## src/rtl/timer_pkg.sv

```systemverilog
// Shared definitions for the timer step sequencer.
//   - state_e   : sequencer FSM states
//   - MAX_SEC   : largest step duration accepted (writes clamp to it)
//   - ALARM_SEC : seconds the alarm holds before auto-advancing
//   - idx_w/cnt_w : width helpers for step index and alarm counter
package timer_pkg;

  localparam int STEPS_DEF = 4;
  localparam int VAL_W_DEF = 12;
  localparam int MAX_SEC   = 3600;
  localparam int ALARM_SEC = 5;

  typedef enum logic [2:0] {
    IDLE   = 3'd0,
    LOAD   = 3'd1,
    RUN    = 3'd2,
    PAUSED = 3'd3,
    ALARM  = 3'd4,
    DONE   = 3'd5
  } state_e;

  // Step index width; never below 1 so a single-step build still has a port.
  function automatic int idx_w(input int steps);
    return (steps > 1) ? $clog2(steps) : 1;
  endfunction

  // Width of a down-counter that must hold the value n.
  function automatic int cnt_w(input int n);
    return (n > 1) ? $clog2(n + 1) : 1;
  endfunction

endpackage

```

## src/rtl/step_store.sv

```systemverilog
// STEPS x VAL_W register file holding the programmed step durations.
//   clk, reset      : clock, async active-high clear of every entry
//   we/waddr/wdata  : synchronous write, data clamped to MAX_SEC
//   raddr_a/rdata_a : combinational read port (current step)
//   raddr_b/rdata_b : combinational read port (look-ahead step)
module step_store
  import timer_pkg::*;
#(
  parameter int STEPS   = STEPS_DEF,
  parameter int VAL_W   = VAL_W_DEF,
  parameter int MAX_VAL = MAX_SEC,
  parameter int IDX_W   = idx_w(STEPS)
) (
  input  logic             clk,
  input  logic             reset,
  input  logic             we,
  input  logic [IDX_W-1:0] waddr,
  input  logic [VAL_W-1:0] wdata,
  input  logic [IDX_W-1:0] raddr_a,
  output logic [VAL_W-1:0] rdata_a,
  input  logic [IDX_W-1:0] raddr_b,
  output logic [VAL_W-1:0] rdata_b
);

  localparam logic [VAL_W-1:0] CLAMP = VAL_W'(MAX_VAL);

  logic [VAL_W-1:0] mem_q [STEPS];
  logic [VAL_W-1:0] mem_d [STEPS];

  always_comb begin
    mem_d = mem_q;
    if (we) mem_d[waddr] = (wdata > CLAMP) ? CLAMP : wdata;
  end

  always_ff @(posedge clk or posedge reset) begin
    if (reset) begin
      for (int i = 0; i < STEPS; i++) mem_q[i] <= '0;
    end else begin
      mem_q <= mem_d;
    end
  end

  assign rdata_a = mem_q[raddr_a];
  assign rdata_b = mem_q[raddr_b];

endmodule

```

## src/rtl/timer_step_sequencer.sv

```systemverilog
// Runs the countdown timer through a programmed list of step durations.
//   tick_1hz          : 1 Hz enable pulse (paces the alarm hold)
//   prog_we/addr/data : step store write (only accepted in IDLE/DONE)
//   num_steps, go     : number of steps to run, start pulse
//   pause_req, ack    : pause toggle, alarm silence / leave DONE
//   abort             : back to IDLE, beats every other input
//   tmr_zero          : timer has reached zero
//   tmr_load/value    : load pulse + duration for the timer
//   tmr_run           : timer count enable
//   step_idx, busy, alarm, done_all : status
// All outputs except tmr_value are registered from the next state, so
// they line up with the state register.
module timer_step_sequencer
  import timer_pkg::*;
#(
  parameter int STEPS     = STEPS_DEF,
  parameter int VAL_W     = VAL_W_DEF,
  parameter int MAX_SEC   = timer_pkg::MAX_SEC,
  parameter int ALARM_SEC = timer_pkg::ALARM_SEC
) (
  input  logic                     clk,
  input  logic                     reset,
  input  logic                     tick_1hz,
  input  logic                     prog_we,
  input  logic [$clog2(STEPS)-1:0] prog_addr,
  input  logic [VAL_W-1:0]         prog_data,
  input  logic [$clog2(STEPS):0]   num_steps,
  input  logic                     go,
  input  logic                     pause_req,
  input  logic                     ack,
  input  logic                     abort,
  input  logic                     tmr_zero,
  output logic                     tmr_load,
  output logic [VAL_W-1:0]         tmr_value,
  output logic                     tmr_run,
  output logic [$clog2(STEPS)-1:0] step_idx,
  output logic                     busy,
  output logic                     alarm,
  output logic                     done_all
);

  localparam int IDX_W = $clog2(STEPS);
  localparam int CNT_W = cnt_w(ALARM_SEC);

  state_e           state_q, state_d;
  logic [IDX_W-1:0] step_idx_q, step_idx_d;
  logic [IDX_W:0]   count_q, count_d;
  logic [CNT_W-1:0] alarm_cnt_q, alarm_cnt_d;
  logic             first_q, first_d;
  logic             tmr_load_q, tmr_load_d;
  logic             tmr_run_q, tmr_run_d;
  logic             busy_q, busy_d;
  logic             alarm_q, alarm_d;
  logic             done_q, done_d;

  logic [VAL_W-1:0] cur_val, next_val;
  logic             last_step, go_ok, store_we;
  logic [IDX_W:0]   go_count;

  // Port a feeds the timer; port b looks at the step the FSM is heading
  // into, so the registered tmr_load already knows whether to skip it.
  step_store #(
    .STEPS  (STEPS),
    .VAL_W  (VAL_W),
    .MAX_VAL(MAX_SEC),
    .IDX_W  (IDX_W)
  ) u_store (
    .clk    (clk),
    .reset  (reset),
    .we     (store_we),
    .waddr  (prog_addr),
    .wdata  (prog_data),
    .raddr_a(step_idx_q),
    .rdata_a(cur_val),
    .raddr_b(step_idx_d),
    .rdata_b(next_val)
  );

  assign go_ok     = go && (num_steps != '0);
  assign go_count  = (num_steps > (IDX_W+1)'(STEPS)) ? (IDX_W+1)'(STEPS) : num_steps;
  assign last_step = ({1'b0, step_idx_q} == (count_q - (IDX_W+1)'(1)));

  always_comb begin
    state_d     = state_q;
    step_idx_d  = step_idx_q;
    count_d     = count_q;
    alarm_cnt_d = alarm_cnt_q;
    first_d     = 1'b0;

    unique case (state_q)
      IDLE, DONE: begin
        if (go_ok) begin
          state_d    = LOAD;
          step_idx_d = '0;
          count_d    = go_count;
        end else if (ack && state_q == DONE) begin
          state_d    = IDLE;
          step_idx_d = '0;
        end
      end
      LOAD: begin
        if (cur_val == '0) begin
          // Zero-length step: skip straight to the next one, no alarm.
          if (last_step) state_d = DONE;
          else           step_idx_d = step_idx_q + IDX_W'(1);
        end else begin
          state_d = RUN;
          first_d = 1'b1;
        end
      end
      RUN: begin
        // tmr_zero is stale in the first RUN cycle (timer loads one late).
        if (tmr_zero && !first_q) begin
          state_d     = ALARM;
          alarm_cnt_d = CNT_W'(ALARM_SEC);
        end else if (pause_req) begin
          state_d = PAUSED;
        end
      end
      PAUSED: begin
        if (pause_req) state_d = RUN;
      end
      ALARM: begin
        if (ack || (tick_1hz && alarm_cnt_q == CNT_W'(1))) begin
          alarm_cnt_d = '0;
          if (last_step) begin
            state_d = DONE;
          end else begin
            state_d    = LOAD;
            step_idx_d = step_idx_q + IDX_W'(1);
          end
        end else if (tick_1hz) begin
          alarm_cnt_d = alarm_cnt_q - CNT_W'(1);
        end
      end
      default: state_d = IDLE;
    endcase

    if (abort) begin
      state_d     = IDLE;
      step_idx_d  = '0;
      alarm_cnt_d = '0;
      first_d     = 1'b0;
    end
  end

  // A write landing on the same edge as a start would race the look-ahead
  // load decision, so writes are only taken while the FSM stays put.
  assign store_we = prog_we && (state_q == IDLE || state_q == DONE) &&
                    (state_d == IDLE || state_d == DONE);

  always_comb begin
    tmr_load_d = (state_d == LOAD) && (next_val != '0);
    tmr_run_d  = (state_d == RUN);
    alarm_d    = (state_d == ALARM);
    done_d     = (state_d == DONE);
    busy_d     = (state_d == LOAD) || (state_d == RUN) ||
                 (state_d == PAUSED) || (state_d == ALARM);
  end

  always_ff @(posedge clk or posedge reset) begin
    if (reset) begin
      state_q     <= IDLE;
      step_idx_q  <= '0;
      count_q     <= '0;
      alarm_cnt_q <= '0;
      first_q     <= 1'b0;
      tmr_load_q  <= 1'b0;
      tmr_run_q   <= 1'b0;
      alarm_q     <= 1'b0;
      done_q      <= 1'b0;
      busy_q      <= 1'b0;
    end else begin
      state_q     <= state_d;
      step_idx_q  <= step_idx_d;
      count_q     <= count_d;
      alarm_cnt_q <= alarm_cnt_d;
      first_q     <= first_d;
      tmr_load_q  <= tmr_load_d;
      tmr_run_q   <= tmr_run_d;
      alarm_q     <= alarm_d;
      done_q      <= done_d;
      busy_q      <= busy_d;
    end
  end

  assign tmr_load  = tmr_load_q;
  assign tmr_value = cur_val;
  assign tmr_run   = tmr_run_q;
  assign step_idx  = step_idx_q;
  assign busy      = busy_q;
  assign alarm     = alarm_q;
  assign done_all  = done_q;

endmodule

```

## config.mk

```make
export PLATFORM = sky130hd
export DESIGN_NAME = timer_step_sequencer
export DESIGN_NICKNAME = d
export VERILOG_FILES = /design/src/rtl/timer_pkg.sv /design/src/rtl/step_store.sv /design/src/rtl/timer_step_sequencer.sv
export SDC_FILE = /design/constraint.sdc
export NUM_CORES = 1
export LEC_CHECK = 0
export ABC_AREA = 1
export BUFFER_PORTS_ARGS = -buffer_cell sky130_fd_sc_hd__buf_2
export CAP_MARGIN = 20
export CELL_PAD_IN_SITES_DETAIL_PLACEMENT = 0
export CELL_PAD_IN_SITES_GLOBAL_PLACEMENT = 1
export CORE_MARGIN = 3
export CORE_UTILIZATION = 38
export DETAILED_ROUTE_END_ITERATION = 12
export PLACE_DENSITY_LB_ADDON = 0.1
export REMOVE_ABC_BUFFERS = 1
export SLEW_MARGIN = 10
export SYNTH_ARGS = -nofsm -noshare
export SYNTH_HDL_FRONTEND = slang
export SYNTH_HIERARCHICAL = 1
export SYNTH_SLANG_ARGS = --single-unit
```

## constraint.sdc

```tcl
create_clock -name clk -period 3.18 [get_ports clk]
set_input_delay 0.636 -clock clk [delete_from_list [all_inputs] [get_ports clk]]
set_output_delay 0.636 -clock clk [all_outputs]
set_load 0.1 [all_outputs]
```

==> run summary <==
Synth Register Bits = 65
Post-CTS Hold Buffers = 0
GRT overflow = 0
Top Ports = 45
first-pass GRT wire length = 18920 um
Longest Clk Path Bufs = 2
total power per unit cell area = 1237 nW/um2
antenna violations before repair = 0
Peak supply drop = 0.0006167 V
final wirelength = 11640 um
Port Buffers = 44
TritonRoute pass-1 iters = 4
Placed Area = 4100 um2
worst-path fanout max = 6
status = finished with violations
crit path kind = reg2reg
Synth Instances = 511
number of distinct library cells after synthesis = 28
max-slew violation count = 0
Ant. Diodes = 0
Rows = 35
ys flop type = dfrtp_1
root buffer cell = clkbuf_8
largest net degree at the start of global routing = 32
top cell type's share of synthesized area = 0.4393
failing checks = setup timing
CTS tree = built
Placement Setup Slack = -0.1092 ns
Initial Util = 0.3951
final-report setup violation count = 1
Clk Latency, worst-skew pair = 0.35 ns
die width = 104.7 um
CP peak stage delay = 0.44 ns
Worst Tran Pin Value = 0.7657 ns
Post-synth EDFFs = 0
DRT iter0 DRCs = 208
Hold Crit Class = in2async
LEAKAGE = 2.311 nW
Min Clock Period, post-route = 3.197 ns
vias in the first global route = 3531
Remaining DRCs = 0
Die Y = 104.7 um
Synth top cells by count = 126 x nand2_1, 77 x nor2_1, 65 x dfrtp_1, 65 x o21ai_0, 43 x nand3_1
GPL Wtd Cong = 0.8481
multi-input logic area = 1908 um2
Slew Limit Headroom = 0.4883
global-route usage over all layers = 0.2185
share of layout cells above drive strength 1 = 0.2348
RSZ-0062 raised after global routing = true
clock-pin slew on the worst setup and hold paths = 0.07 ns
post-synth top area cell = dfrtp_1
worst-path cell chain = clkinvlp_4 -> o21ai_2 -> o22ai_2 -> nor2_1 -> nand2_1 -> nor2_2 -> nand3_2 -> nand2_2 -> nand2_1 -> nand2_1 -> nand2_1 -> a21oi_4 -> clkinvlp_4 -> o21ai_1 -> o22ai_1 -> nor4_2 -> nand3_1 -> nand3_1 -> nor2_1
final hold viol count = 0
Async S/R FF share, synth = 1.000
area of the core = 9371 um2
TritonCTS buffer count = 9
sequential fraction of the synthesis area = 0.4393
drt wl/cell = 16.54 um
CTS sink count = 65
most used cell along the critical path = nand2_1
cell area after synthesis = 3702 um2
critical path's slowest cell = dfrtp_2
CP startpoint kind = flop
DP HPWL = 8067 um
H-tree Lvls = 3
dominant cells by area after synthesis = dfrtp_1 44%, nand2_1 13%, o21ai_0 8.8%, nor2_1 7.8%, nand3_1 5.8%
Synth Warn # = 6
fmax = 312.8 MHz
Power Total = 5.599 mW
Layout area overhead = 22.30%
period utilization = 1.005
Avg Cell Area, Syn = 7.245 um2
FF+latch area = 1628 um2
max-capacitance violation count = 0
CP Data Required Time = 3.41 ns
final-layout fill cell count = 1007
worst setup margin = -0.01735 ns
Clock Skews = 0.01115 ns
worst reg2reg path depth = 19
vias = 3644
Die Area = 10960 um2
Critical Path Sink Type = flop
Post-DRT Antenna Nets = 0
Setup TNS = -0.01735 ns
post-DR vias/cell = 5.176
CP arrival = 3.43 ns
Final Cell Area = 4528 um2
most common cell in the netlist = nand2_1
NumNets Final = 599
Finished Core Util = 0.4832
[routing by layer]
| layer | up-vias | part of all wire | track usage |
|---|---|---|---|
| met5 | - | 0 | 0 |
| li1 | 1803 | - | - |
| met4 | 0 | 0.0092 | 0.05155 |
| met2 | 89 | 0.47 | 0.3487 |
| met1 | 1741 | 0.47 | 0.3049 |
| met3 | 11 | 0.046 | 0.04632 |
[layout by cell type, fill, tap and decap left out]
| master | netlist | layout |
|---|---|---|
| nor2_2 | 4 | 7 |
| clkbuf_8 | 0 | 11 |
| bufinv_16 | 0 | 3 |
| o21ai_0 | 65 | 51 |
| dfrtp_2 | 0 | 1 |
| xnor2_1 | 2 | 2 |
| nand4_1 | 1 | 1 |
| clkinvlp_4 | 0 | 5 |
| buf_2 | 5 | 44 |
| dfrtp_1 | 65 | 64 |
| ha_1 | 3 | 3 |
| o21ai_1 | 7 | 16 |
| inv_2 | 9 | 11 |
| nor3_2 | 1 | 1 |
| nor4_2 | 0 | 3 |
| inv_1 | 35 | 31 |
| nand3b_1 | 1 | 1 |
| and2_1 | 2 | 2 |
| nor3_4 | 2 | 2 |
| nor2_1 | 77 | 74 |
| o21ai_2 | 2 | 7 |
| nand2_2 | 7 | 8 |
| nand2_1 | 126 | 125 |
| buf_4 | 0 | 17 |
| o31ai_1 | 1 | 1 |
| nand3_2 | 4 | 4 |
| clkbuf_1 | 11 | 1 |
| buf_6 | 3 | 3 |
| o22ai_1 | 26 | 21 |
| o22ai_2 | 0 | 5 |
| nor3_1 | 1 | 1 |
| clkinv_4 | 0 | 1 |
| a21oi_4 | 0 | 2 |
| nand3_1 | 43 | 43 |
| a21oi_1 | 4 | 3 |
[kinds of logic after synthesis]
| kind of cell | count (synthesis) | share of synthesized area |
|---|---|---|
| buf+inv | 63 | 0.07164 |
| compound gates | 106 | 0.1558 |
| xor+xnor | 2 | 0.004732 |
| simple gates | 272 | 0.3184 |
| flops | 65 | 0.4393 |
| fa+ha+maj | 3 | 0.01014 |
[through the flow]
| stage | cells | hold slack, ns |
|---|---|---|
| floorplan | 492 | 0.4600 |
| global route | 704 | 0.4368 |
| CTS | 702 | 0.4100 |
| detailed placement | 680 | 0.4887 |
| finish | 704 | 0.3863 |
| global placement | 680 | 0.4866 |
[where the power goes]
| part | switching (mW) | total (mW) | internal, mW |
|---|---|---|---|
| logic | 2.35 | 3.15 | 0.797 |
| clock network | 0.332 | 0.898 | 0.566 |
| registers | 0.362 | 1.56 | 1.19 |
[cell type report]
cell class,count,area share
Sequential cell,65,0.3595
Timing Repair inverter,3,0.004974
Clock buffer,12,0.03426
Timing Repair Buffer,64,0.08428
Inverter,44,0.03813
Clock inverter,4,0.02183
Tap cell,129,0.03565
Multi-Input combinational cell,383,0.4214
[timing repair]
action	4_1_cts	5_1_grt
endpoints found under the setup margin	1	2
pin swaps	6	11
buffers inserted	3	3
resized for setup	16	27
gates cloned	3	0
endpoints found under the hold margin	0	0
[final timing paths]
| path | start | endpoint | slack, ns |
|---|---|---|---|
| setup / recovery | step_idx[1]$_DFF_PP0_ | tmr_load$_DFF_PP0_ | -0.02 |
| hold reg to reg | u_store/mem_q[19]$_DFFE_PP0P_ | u_store/mem_q[19]$_DFFE_PP0P_ | 0.51 |
| setup reg to reg | step_idx[1]$_DFF_PP0_ | tmr_load$_DFF_PP0_ | -0.02 |
| max in group asynchronous | reset | u_store/mem_q[5]$_DFFE_PP0P_ | 2.15 |
| min in group clk | u_store/mem_q[19]$_DFFE_PP0P_ | u_store/mem_q[19]$_DFFE_PP0P_ | 0.51 |
| hold / removal | reset | u_store/mem_q[23]$_DFFE_PP0P_ | 0.39 |
[sequential cells by signal, summed over array words and instances (netlist names)]
| signal | count |
|---|---|
| alarm_cnt_q | 3 |
| alarm | 1 |
| first_q | 1 |
| tmr_load | 1 |
| tmr_run | 1 |
| busy | 1 |
| count_q | 3 |
| done_all | 1 |
| step_idx | 2 |
| u_store/mem_q | 48 |
| state_q | 3 |
[worst max-delay path, delay by kind of cell, from the launching register on]
family          cells  cell delay [ns]
simple gates       12             1.33
buf+inv             2             0.51
flops               1             0.44
compound gates      5             0.80
No activity file was read; power rests on OpenSTA's default activity.
